==> src/rtl/demux1to2v_stream_pkg.sv <==
// Shared constants for the 1-to-2 stream demux and its per-output buffers.
// Latency: n/a (declarations only).
// Backpressure: n/a (declarations only).
package demux1to2v_stream_pkg;

    localparam int WIDTH_DEF = 100;
    localparam int DEPTH_DEF = 2;
    localparam int CNT_W     = 16;

    // Pointer width for a power-of-two buffer depth; pointers wrap naturally.
    function automatic int ptr_w(input int depth);
        return $clog2(depth);
    endfunction

    // Occupancy needs one extra bit so that "full" (== depth) is representable.
    function automatic int occ_w(input int depth);
        return $clog2(depth) + 1;
    endfunction

    localparam int PTR_W_DEF = ptr_w(DEPTH_DEF);
    localparam int OCC_W_DEF = occ_w(DEPTH_DEF);

endpackage

==> src/rtl/demux1to2v_stream_fifo.sv <==
// Generic synchronous FIFO, DEPTH entries of WIDTH bits, head exposed combinationally.
// Latency: a pushed entry is visible at head the cycle after the push edge.
// Backpressure: push ignored while full (even with a same-edge pop); pop ignored while empty.
//
// Ports: clk, resetn (sync, active-low); push/push_data write side;
//        pop read side; full, empty status; head = oldest entry.
module stream_fifo
    import demux1to2v_stream_pkg::*;
#(
    parameter int WIDTH = WIDTH_DEF,
    parameter int DEPTH = DEPTH_DEF
) (
    input  logic             clk,
    input  logic             resetn,
    input  logic             push,
    input  logic [WIDTH-1:0] push_data,
    input  logic             pop,
    output logic             full,
    output logic             empty,
    output logic [WIDTH-1:0] head
);

    localparam int PW = ptr_w(DEPTH);
    localparam int OW = occ_w(DEPTH);

    logic [WIDTH-1:0] mem_q [DEPTH];
    logic [WIDTH-1:0] mem_d [DEPTH];
    logic [PW-1:0]    wr_ptr_q, wr_ptr_d;
    logic [PW-1:0]    rd_ptr_q, rd_ptr_d;
    logic [OW-1:0]    occ_q, occ_d;
    logic             push_en;
    logic             pop_en;

    // Full is taken from registered occupancy, so a pop on the same edge
    // does not open a slot for a push: the input never sees the output ready.
    assign full    = (occ_q == OW'(DEPTH));
    assign empty   = (occ_q == '0);
    assign head    = mem_q[rd_ptr_q];
    assign push_en = push & ~full;
    assign pop_en  = pop & ~empty;

    always_comb begin
        mem_d    = mem_q;
        wr_ptr_d = wr_ptr_q;
        rd_ptr_d = rd_ptr_q;
        occ_d    = occ_q;
        if (push_en) begin
            mem_d[wr_ptr_q] = push_data;
            wr_ptr_d        = wr_ptr_q + PW'(1);
        end
        if (pop_en) begin
            rd_ptr_d = rd_ptr_q + PW'(1);
        end
        case ({push_en, pop_en})
            2'b10:   occ_d = occ_q + OW'(1);
            2'b01:   occ_d = occ_q - OW'(1);
            default: occ_d = occ_q;
        endcase
    end

    // Storage is cleared on reset so the head reads as zero afterwards.
    always_ff @(posedge clk) begin
        if (!resetn) begin
            mem_q    <= '{default: '0};
            wr_ptr_q <= '0;
            rd_ptr_q <= '0;
            occ_q    <= '0;
        end else begin
            mem_q    <= mem_d;
            wr_ptr_q <= wr_ptr_d;
            rd_ptr_q <= rd_ptr_d;
            occ_q    <= occ_d;
        end
    end

endmodule

==> src/rtl/demux1to2v_stream.sv <==
// Routes each input beat to stream a (in_sel=0) or b (in_sel=1) through a per-output FIFO.
// Latency: 1 cycle from accept edge to valid on the selected output.
// Backpressure: in_ready = selected buffer not full; independent of a_ready/b_ready.
//
// Ports: clk, resetn (sync, active-low); in_data/in_sel/in_valid/in_ready input stream;
//        a_data/a_valid/a_ready, b_data/b_valid/b_ready output streams;
//        a_cnt, b_cnt = 16-bit wrapping counts of beats delivered per output.
module demux1to2v_stream
    import demux1to2v_stream_pkg::*;
#(
    parameter int WIDTH = WIDTH_DEF,
    parameter int DEPTH = DEPTH_DEF
) (
    input  logic             clk,
    input  logic             resetn,
    input  logic [WIDTH-1:0] in_data,
    input  logic             in_sel,
    input  logic             in_valid,
    output logic             in_ready,
    output logic [WIDTH-1:0] a_data,
    output logic             a_valid,
    input  logic             a_ready,
    output logic [WIDTH-1:0] b_data,
    output logic             b_valid,
    input  logic             b_ready,
    output logic [CNT_W-1:0] a_cnt,
    output logic [CNT_W-1:0] b_cnt
);

    logic             full_a, empty_a, push_a, pop_a;
    logic             full_b, empty_b, push_b, pop_b;
    logic [CNT_W-1:0] a_cnt_q, a_cnt_d;
    logic [CNT_W-1:0] b_cnt_q, b_cnt_d;

    // Ready only looks at the buffer this beat targets, so a full b never
    // stalls traffic to a. Gated by resetn so nothing is accepted in reset.
    assign in_ready = resetn & (in_sel ? ~full_b : ~full_a);
    assign push_a   = in_valid & in_ready & ~in_sel;
    assign push_b   = in_valid & in_ready &  in_sel;

    assign a_valid  = ~empty_a;
    assign b_valid  = ~empty_b;
    assign pop_a    = a_valid & a_ready;
    assign pop_b    = b_valid & b_ready;

    stream_fifo #(
        .WIDTH (WIDTH),
        .DEPTH (DEPTH)
    ) u_fifo_a (
        .clk       (clk),
        .resetn    (resetn),
        .push      (push_a),
        .push_data (in_data),
        .pop       (pop_a),
        .full      (full_a),
        .empty     (empty_a),
        .head      (a_data)
    );

    stream_fifo #(
        .WIDTH (WIDTH),
        .DEPTH (DEPTH)
    ) u_fifo_b (
        .clk       (clk),
        .resetn    (resetn),
        .push      (push_b),
        .push_data (in_data),
        .pop       (pop_b),
        .full      (full_b),
        .empty     (empty_b),
        .head      (b_data)
    );

    always_comb begin
        a_cnt_d = a_cnt_q;
        b_cnt_d = b_cnt_q;
        if (pop_a) a_cnt_d = a_cnt_q + CNT_W'(1);
        if (pop_b) b_cnt_d = b_cnt_q + CNT_W'(1);
    end

    always_ff @(posedge clk) begin
        if (!resetn) begin
            a_cnt_q <= '0;
            b_cnt_q <= '0;
        end else begin
            a_cnt_q <= a_cnt_d;
            b_cnt_q <= b_cnt_d;
        end
    end

    assign a_cnt = a_cnt_q;
    assign b_cnt = b_cnt_q;

endmodule

==> config.mk <==
export PLATFORM = sky130hd
export DESIGN_NAME = demux1to2v_stream
export DESIGN_NICKNAME = d
export VERILOG_FILES = /design/src/rtl/demux1to2v_stream_pkg.sv /design/src/rtl/demux1to2v_stream_fifo.sv /design/src/rtl/demux1to2v_stream.sv
export SDC_FILE = /design/constraint.sdc
export NUM_CORES = 1
export LEC_CHECK = 0
export BUFFER_PORTS_ARGS = -buffer_cell sky130_fd_sc_hd__buf_2
export CAP_MARGIN = 20
export CORE_AREA = 2 2 222 224
export CTS_BUF_LIST = sky130_fd_sc_hd__clkbuf_2 sky130_fd_sc_hd__clkbuf_4 sky130_fd_sc_hd__clkbuf_8
export CTS_CLUSTER_DIAMETER = 80
export DETAILED_ROUTE_END_ITERATION = 6
export DIE_AREA = 0 0 224 226
export PLACE_DENSITY_LB_ADDON = 0.08
export RECOVER_POWER = 100
export SKIP_CTS_REPAIR_TIMING = 1
export SLEW_MARGIN = 20
export SYNTH_ARGS = -nofsm -noshare
export SYNTH_HDL_FRONTEND = slang
export SYNTH_HIERARCHICAL = 1
export SYNTH_SLANG_ARGS = --single-unit
export TNS_END_PERCENT = 5
==> constraint.sdc <==
create_clock -name clk -period 1.95 [get_ports clk]
set_input_delay 0.195 -clock clk [delete_from_list [all_inputs] [get_ports clk]]
set_output_delay 0.195 -clock clk [all_outputs]
set_load 0.03 [all_outputs]
# After elaboration in Yosys (flattened, before gate mapping)
# Index checks and enable logic that the tools add are counted.
classes:
  add_sub_neg: 10
  n_mul: 0
  div_mod_pow: 0
  n_lt_le_gt_ge: 6
  n_eq_ne: 6
  n_shift: 0
  n_mux: 15
  bitwise_logic: 19
  n_reduce_logical: 6
op_table:
  columns: ["operator", "count"]
  rows:
  - ["100-bit 2-to-1 mux", 8]
  - ["200-bit bitwise mux", 2]
  - ["100-bit demux with 1-bit select", 2]
  - ["16-bit by 1-bit adder with 16-bit output (second input constant)", 2]
  - ["1-bit bitwise AND", 10]
  - ["2-bit == test (second input constant)", 4]
  - ["2-bit >= comparator (second input constant)", 4]
  - ["1-bit NOT with 2-bit output", 4]
  - ["2-bit case mux with 2 select lines", 2]
  - ["1-bit NOT", 5]
  - ["1-bit adder (second input constant)", 4]
  - ["2-bit by 1-bit adder with 2-bit output (second input constant)", 2]
  - ["2-bit by 1-bit == test with 1-bit output (second input constant)", 2]
  - ["2-bit zero test", 2]
  - ["2-bit by 1-bit < comparator with 1-bit output (second input constant)", 2]
  - ["2-bit nonzero test", 2]
  - ["2-bit by 1-bit subtractor with 2-bit output (second input constant)", 2]
  - ["1-bit logical AND", 2]
  - ["1-bit 2-to-1 mux", 1]
word_totals:
  ff_bits: 440
  latch_bits: 0
  ramBits: 0
  romBits: 0
  inputBits: 106
  wordCells: 74
  mem_count: 0

# Logic depth before layout (Yosys ltp)
logic_depth:
  word_depth: 9
  ltp_mapped: 12
  depth_no_buf: 11

# By module
# The synthesis kept the hierarchy.
modules_own_cells:
  columns: ["module", "instances", "cells_per_inst", "area_per_inst_um2"]
  rows:
  - ["stream_fifo", 2, 891, 8805.9]
  - ["demux1to2v_stream", 1, 167, 1507.7]

# Least setup slack after synthesis
# No wires, ideal clock.
synth_path:
  kind: "register to register"
  startpoint: "register u_fifo_a.occ_q[0]"
  endpoint: "register u_fifo_b/mem_q[100] in the netlist's numbering"
  arrival_ps: 2696
  slack_ps: -866
  path_stages_with_launch: 12
  n_path_buf: 3
  synth_period_minus_slack_ps: 2816
  path_cell_list: "dfxtp_1 > nand2b_1 > inv_2 > nor2b_1 > a211oi_1 > and3_1 > inv_1 > or3_1 > clkbuf_1 > buf_6 > buf_6 > mux2i_1"
synth_between:
  elab_chain_len: 7
synth_rtl:
  columns: ["element", "line", "rtl"]
  rows:
  - ["start: declaration", "demux1to2v_stream_fifo.sv:30", "logic [OW-1:0] occ_q, occ_d;"]
  - ["start signal: assignment", "demux1to2v_stream_fifo.sv:67", "occ_q <= '0;"]
  - ["start signal: assignment", "demux1to2v_stream_fifo.sv:72", "occ_q <= occ_d;"]
  - ["2-bit == test", "demux1to2v_stream_fifo.sv:36", "assign full = (occ_q == OW'(DEPTH));"]
  - ["named net full_a", "demux1to2v_stream.sv:30", "logic full_a, empty_a, push_a, pop_a;"]
  - ["1-bit NOT", "demux1to2v_stream.sv:37", "assign in_ready = resetn & (in_sel ? ~full_b : ~full_a);"]
  - ["1-bit 2-to-1 mux", "demux1to2v_stream.sv:37", null]
  - ["1-bit bitwise AND", "demux1to2v_stream.sv:37", null]
  - ["named net in_ready", "demux1to2v_stream.sv:19", "output logic in_ready,"]
  - ["1-bit bitwise AND (2 in series)", "demux1to2v_stream.sv:39", "assign push_b = in_valid & in_ready & in_sel;"]
  - ["named net push_b", "demux1to2v_stream.sv:31", "logic full_b, empty_b, push_b, pop_b;"]
  - ["1-bit bitwise AND", "demux1to2v_stream_fifo.sv:39", "assign push_en = push & ~full;"]
  - ["end signal: assignment", "demux1to2v_stream_fifo.sv:69", "mem_q <= mem_d;"]
  - ["end: declaration", "demux1to2v_stream_fifo.sv:26", "logic [WIDTH-1:0] mem_q [DEPTH];"]
# The timed path passes the listed nets, and every way through them passes these cells.
# A chain may end at the register's enable or synchronous reset.

# Worst setup path in the final report
layout_path:
  startpoint: "register u_fifo_a.rd_ptr_q"
  endpoint: "output a_data[53]"
layout_between:
  elab_chain_len: 4
layout_rtl:
  columns: ["element", "line", "rtl"]
  rows:
  - ["start: declaration", "demux1to2v_stream_fifo.sv:29", "logic [PW-1:0] rd_ptr_q, rd_ptr_d;"]
  - ["start signal: assignment", "demux1to2v_stream_fifo.sv:71", "rd_ptr_q <= rd_ptr_d;"]
  - ["1-bit NOT with 2-bit output (not written as such)", "demux1to2v_stream_fifo.sv:38", "assign head = mem_q[rd_ptr_q];"]
  - ["100-bit 2-to-1 mux (not written as such) (3 in series)", "demux1to2v_stream_fifo.sv:38", null]
  - ["end: declaration", "demux1to2v_stream.sv:20", "output logic [WIDTH-1:0] a_data,"]
# Every way passes these cells. The select of a mux whose other input is x is not followed.

==> run summary <==
Post-synth net total: 2,059. Once layout is complete, the utilization of the core stands at 51.0%. The clock arrives with 12.4 ps of skew. The slowest stage of the critical path is the sky130_fd_sc_hd__mux2_2 cell. The synthesized design contains 440 register bits. The height of the die is 226 um. The final layout contains routed wiring with a total length of 51,200 um.

The tools report the launch point of the critical path as u_fifo_a/rd_ptr_q$_SDFFE_PN0P_. The count of distinct cell types in the synthesized netlist came out at 35. In the final routed layout, each cell accounts on average for 16.6 um. Setup total negative slack on the finished layout was measured at -35,900 ps.

Walking the worst path, the cells encountered are buf_12 -> buf_12 -> mux2_2 -> buf_2. The depth of the CTS H-tree was 3; the worst-case clock buffer depth was 3. Timing would allow up to 471 MHz.

For the worst setup path, the data required time is 1750 ps. STA classifies the critical path startpoint as a register. The final period demand of the worst path is 2120 ps, and the total via count in the routed design is 14,917. The first detailed-routing pass took 5 iterations.

Across every metal layer, demand over resource in global routing totals 19.5%. Dividing total power by cell area gives a power density of 805 nW/um^2. The share of the clock period used by the worst path after layout was 109%.

Setup violations remaining at the end of the flow were counted as 518. Clock root buffer master: sky130_fd_sc_hd__clkbuf_8. For the number of warning messages in the yosys log, the log shows 6.

Largest stage delay on the critical path: 390 ps. Counting stages on the worst path, the most repeated cell is sky130_fd_sc_hd__buf_12. The number of max-slew violations in the final report was 0; the post-layout net count was 2,522. The wire length of the first global-routing pass is 78,500 um. In this run the standard cell core region covers 48,300 sq um.

Headroom to the max-slew limit came out at 44.6%. Buffers placed on the I/O ports in this run total 340. The logs give 440 for the clock sink count and 2,847 for the instance count after placement with tap cells included.

IR analysis of the VDD net gives a maximum drop of 449 uV. For the number of standard cells in the final layout excluding fillers, the log shows 3,086. Summing the sequential cell areas from Yosys gives 46.1% of the chip area. The run finished, with violations left. At the worst endpoint, the arrival time is 1930 ps. After clock tree synthesis, the clock-pin slew on the worst setup and hold paths is 60 ps. The worst setup path is captured at a primary output.

The number of endpoints with negative hold slack in the final report is 0. The finished cells cover 24,700 sq um. The tool flagged a number of max-cap violations equal to 0.

For the via count of the first global-routing pass, the log shows 14,750. The worst hold path belongs to the class input pin to register. The logs give 0.798 for the final weighted congestion in routability-driven placement and 50,600 sq um for the die footprint. In this run the worst path has a maximum fanout of 23. The logs give 0 for the antenna violation net count after detailed routing and 39.6% for the effective utilization at floorplan. The die span in x was 224 um. After detailed routing, the number of remaining DRC violations is 0. The total placed instance area came out at 21,900 sq um. The startpoint identified for the worst register-to-register timing path is u_fifo_a/occ_q[0]$_SDFFE_PN0P_.

Of the cells placed in the final design, the portion with a size suffix greater than 1 is 24.9%. Entering global routing, the biggest net connects 199 pins. TritonCTS created 78 clock buffers. The number of antenna violations at the first check in global routing is 2. The first routing iteration left 567 violations. The number of vias per cell after detailed routing is 4.83, and the area growth from synthesis to final layout is 29.0%. The final worst-path setup slack was -174 ps.

The cell area that synthesis handed to floorplanning was 19,100 sq um. The checks that failed: setup timing. Setup repair after global routing could not meet its margin everywhere.

TritonCTS built the clock tree. The total overflow left after global routing is 0. Synthesis produced a netlist whose cell count is 1,949. For the worst-skew pair, the clock arrives at the later sink with an insertion delay of 630 ps. At the pin with the least slew margin, the transition time is 830 ps.

In this run the most critical hold path is launched from b_ready. For this design the static power due to leakage is 11.4 nW. The filler cells instantiated in the layout total 4,536. The critical path is of the register to primary output type. The number of top-level pins was 341. The half-perimeter wire length after detailed placement is 34,000 um. The number of standard-cell rows in the floorplan is 81, and the average footprint of a synthesized cell is 9.81 sq um.
[metal layers]
metal | vias up | track usage [%] | part of all wire (%)
met5 | - | 0 | 0
met4 | 0 | 5.83 | 1.8
met3 | 71 | 6.15 | 5.4
met2 | 275 | 32.6 | 47
met1 | 7085 | 24.0 | 45
li1 | 7486 | - | -
[registers in the layout, summed over array words and instances (netlist names)]
name	count
u_fifo_b/occ_q	2
u_fifo_a/rd_ptr_q	1
u_fifo_b/rd_ptr_q	1
u_fifo_b/wr_ptr_q	1
u_fifo_a/occ_q	2
u_fifo_b/mem_q	200
u_fifo_a/wr_ptr_q	1
b_cnt	16
a_cnt	16
u_fifo_a/mem_q	200
[cell type report]
| class | instances | area (sq um) | area share (%) |
|---|---|---|---|
| Inverter | 7 | 26.3 | 0.107 |
| Clock inverter | 1 | 5.00 | 0.0203 |
| Timing Repair Buffer | 523 | 3780 | 15.3 |
| Antenna cell | 2 | 5.00 | 0.0203 |
| Multi-Input combinational cell | 1362 | 9660 | 39.2 |
| Sequential cell | 440 | 8820 | 35.8 |
| Tap cell | 622 | 778 | 3.16 |
| Clock buffer | 129 | 1590 | 6.44 |
[synth_stat cells, drive strengths merged]
library cell | n | share of area [%]
clkbuf | 97 | 1.9
nor2 | 28 | 0.55
nand4 | 14 | 0.62
and3 | 4 | 0.13
o21bai | 1 | 0.039
a211oi | 1 | 0.039
nand2b | 4 | 0.13
nor2b | 5 | 0.16
nand2 | 616 | 12
o21a | 3 | 0.12
xnor2 | 12 | 0.55
or3 | 8 | 0.26
and4 | 3 | 0.15
a21boi | 4 | 0.16
mux2i | 404 | 21
buf | 43 | 1.8
nand4b | 2 | 0.092
o21ai | 8 | 0.21
and4b | 5 | 0.26
xor2 | 16 | 0.73
inv | 7 | 0.14
nand3 | 6 | 0.16
dfxtp | 440 | 46
nor4 | 3 | 0.098
nor3 | 2 | 0.052
o31a | 1 | 0.046
ha | 4 | 0.26
and2 | 4 | 0.13
a21oi | 4 | 0.10
mux2 | 200 | 12
[logic make-up (layout without fill, tap and decap cells)]
family	after synthesis	after routing	share of synthesized area, %
mux	604	604	32.9
flops	440	440	46.1
simple gates	704	704	14.9
buf+inv	147	660	3.85
other cells	0	2	0
compound gates	22	22	0.713
xor+xnor	28	28	1.28
fa+ha+maj	4	4	0.262
[critical path, delay by kind of cell (launching register included)]
family	cells	cell delay, ps
buffers and inverters	3	550
flip-flops	1	360
multiplexers	1	390
[cell usage in the layout, fill, tap and decap left out, types with 4 or more instances in the layout]
cell type / n
sky130_fd_sc_hd__nor2b_1: 4
sky130_fd_sc_hd__buf_2: 301
sky130_fd_sc_hd__buf_12: 27
sky130_fd_sc_hd__xnor2_1: 12
sky130_fd_sc_hd__nand2_1: 616
sky130_fd_sc_hd__a21oi_1: 4
sky130_fd_sc_hd__clkbuf_4: 34
sky130_fd_sc_hd__a21boi_1: 4
sky130_fd_sc_hd__nor2_1: 28
sky130_fd_sc_hd__or3_1: 6
sky130_fd_sc_hd__nand4_1: 13
sky130_fd_sc_hd__mux2i_1: 404
sky130_fd_sc_hd__mux2_2: 70
sky130_fd_sc_hd__buf_4: 30
sky130_fd_sc_hd__nand3_1: 6
sky130_fd_sc_hd__dlygate4sd3_1: 100
sky130_fd_sc_hd__dfxtp_1: 437
sky130_fd_sc_hd__o21ai_0: 8
sky130_fd_sc_hd__mux2_1: 119
sky130_fd_sc_hd__mux2_4: 11
sky130_fd_sc_hd__xor2_1: 16
sky130_fd_sc_hd__and4b_1: 5
sky130_fd_sc_hd__clkbuf_8: 99
sky130_fd_sc_hd__buf_6: 16
sky130_fd_sc_hd__clkbuf_1: 38
sky130_fd_sc_hd__inv_1: 5
[worst paths after layout]
check                                          to  slack, ps  cells past startpoint
setup / recovery                       a_data[53]       -170                      4
hold / removal             b_cnt[10]$_SDFFE_PN0P_         40                      5
setup reg to reg  u_fifo_a/mem_q[74]$_SDFFE_PN0P_       -100                     11
hold reg to reg    u_fifo_a/mem_q[2]$_SDFFE_PN0P_        450                      2
[per-stage QoR]
stage               worst slack (ps)  hold slack (ps)  total power [mW]
global route                    -262             11.3              20.8
floorplan                       -321              313              10.6
detailed placement              -122              445              11.1
finish                          -174             43.8              19.9
CTS                             -387             -237              20.0
global placement                -103              438              11.1
[where the power goes]
group          total (mW)  leakage, nW  internal [mW]  switching, mW
logic                1.84         7.02          0.729           1.12
registers            9.26         3.56           9.18         0.0828
clock network        8.76        0.854           5.07           3.69
Note: power is estimated with default switching activity, not from simulation.
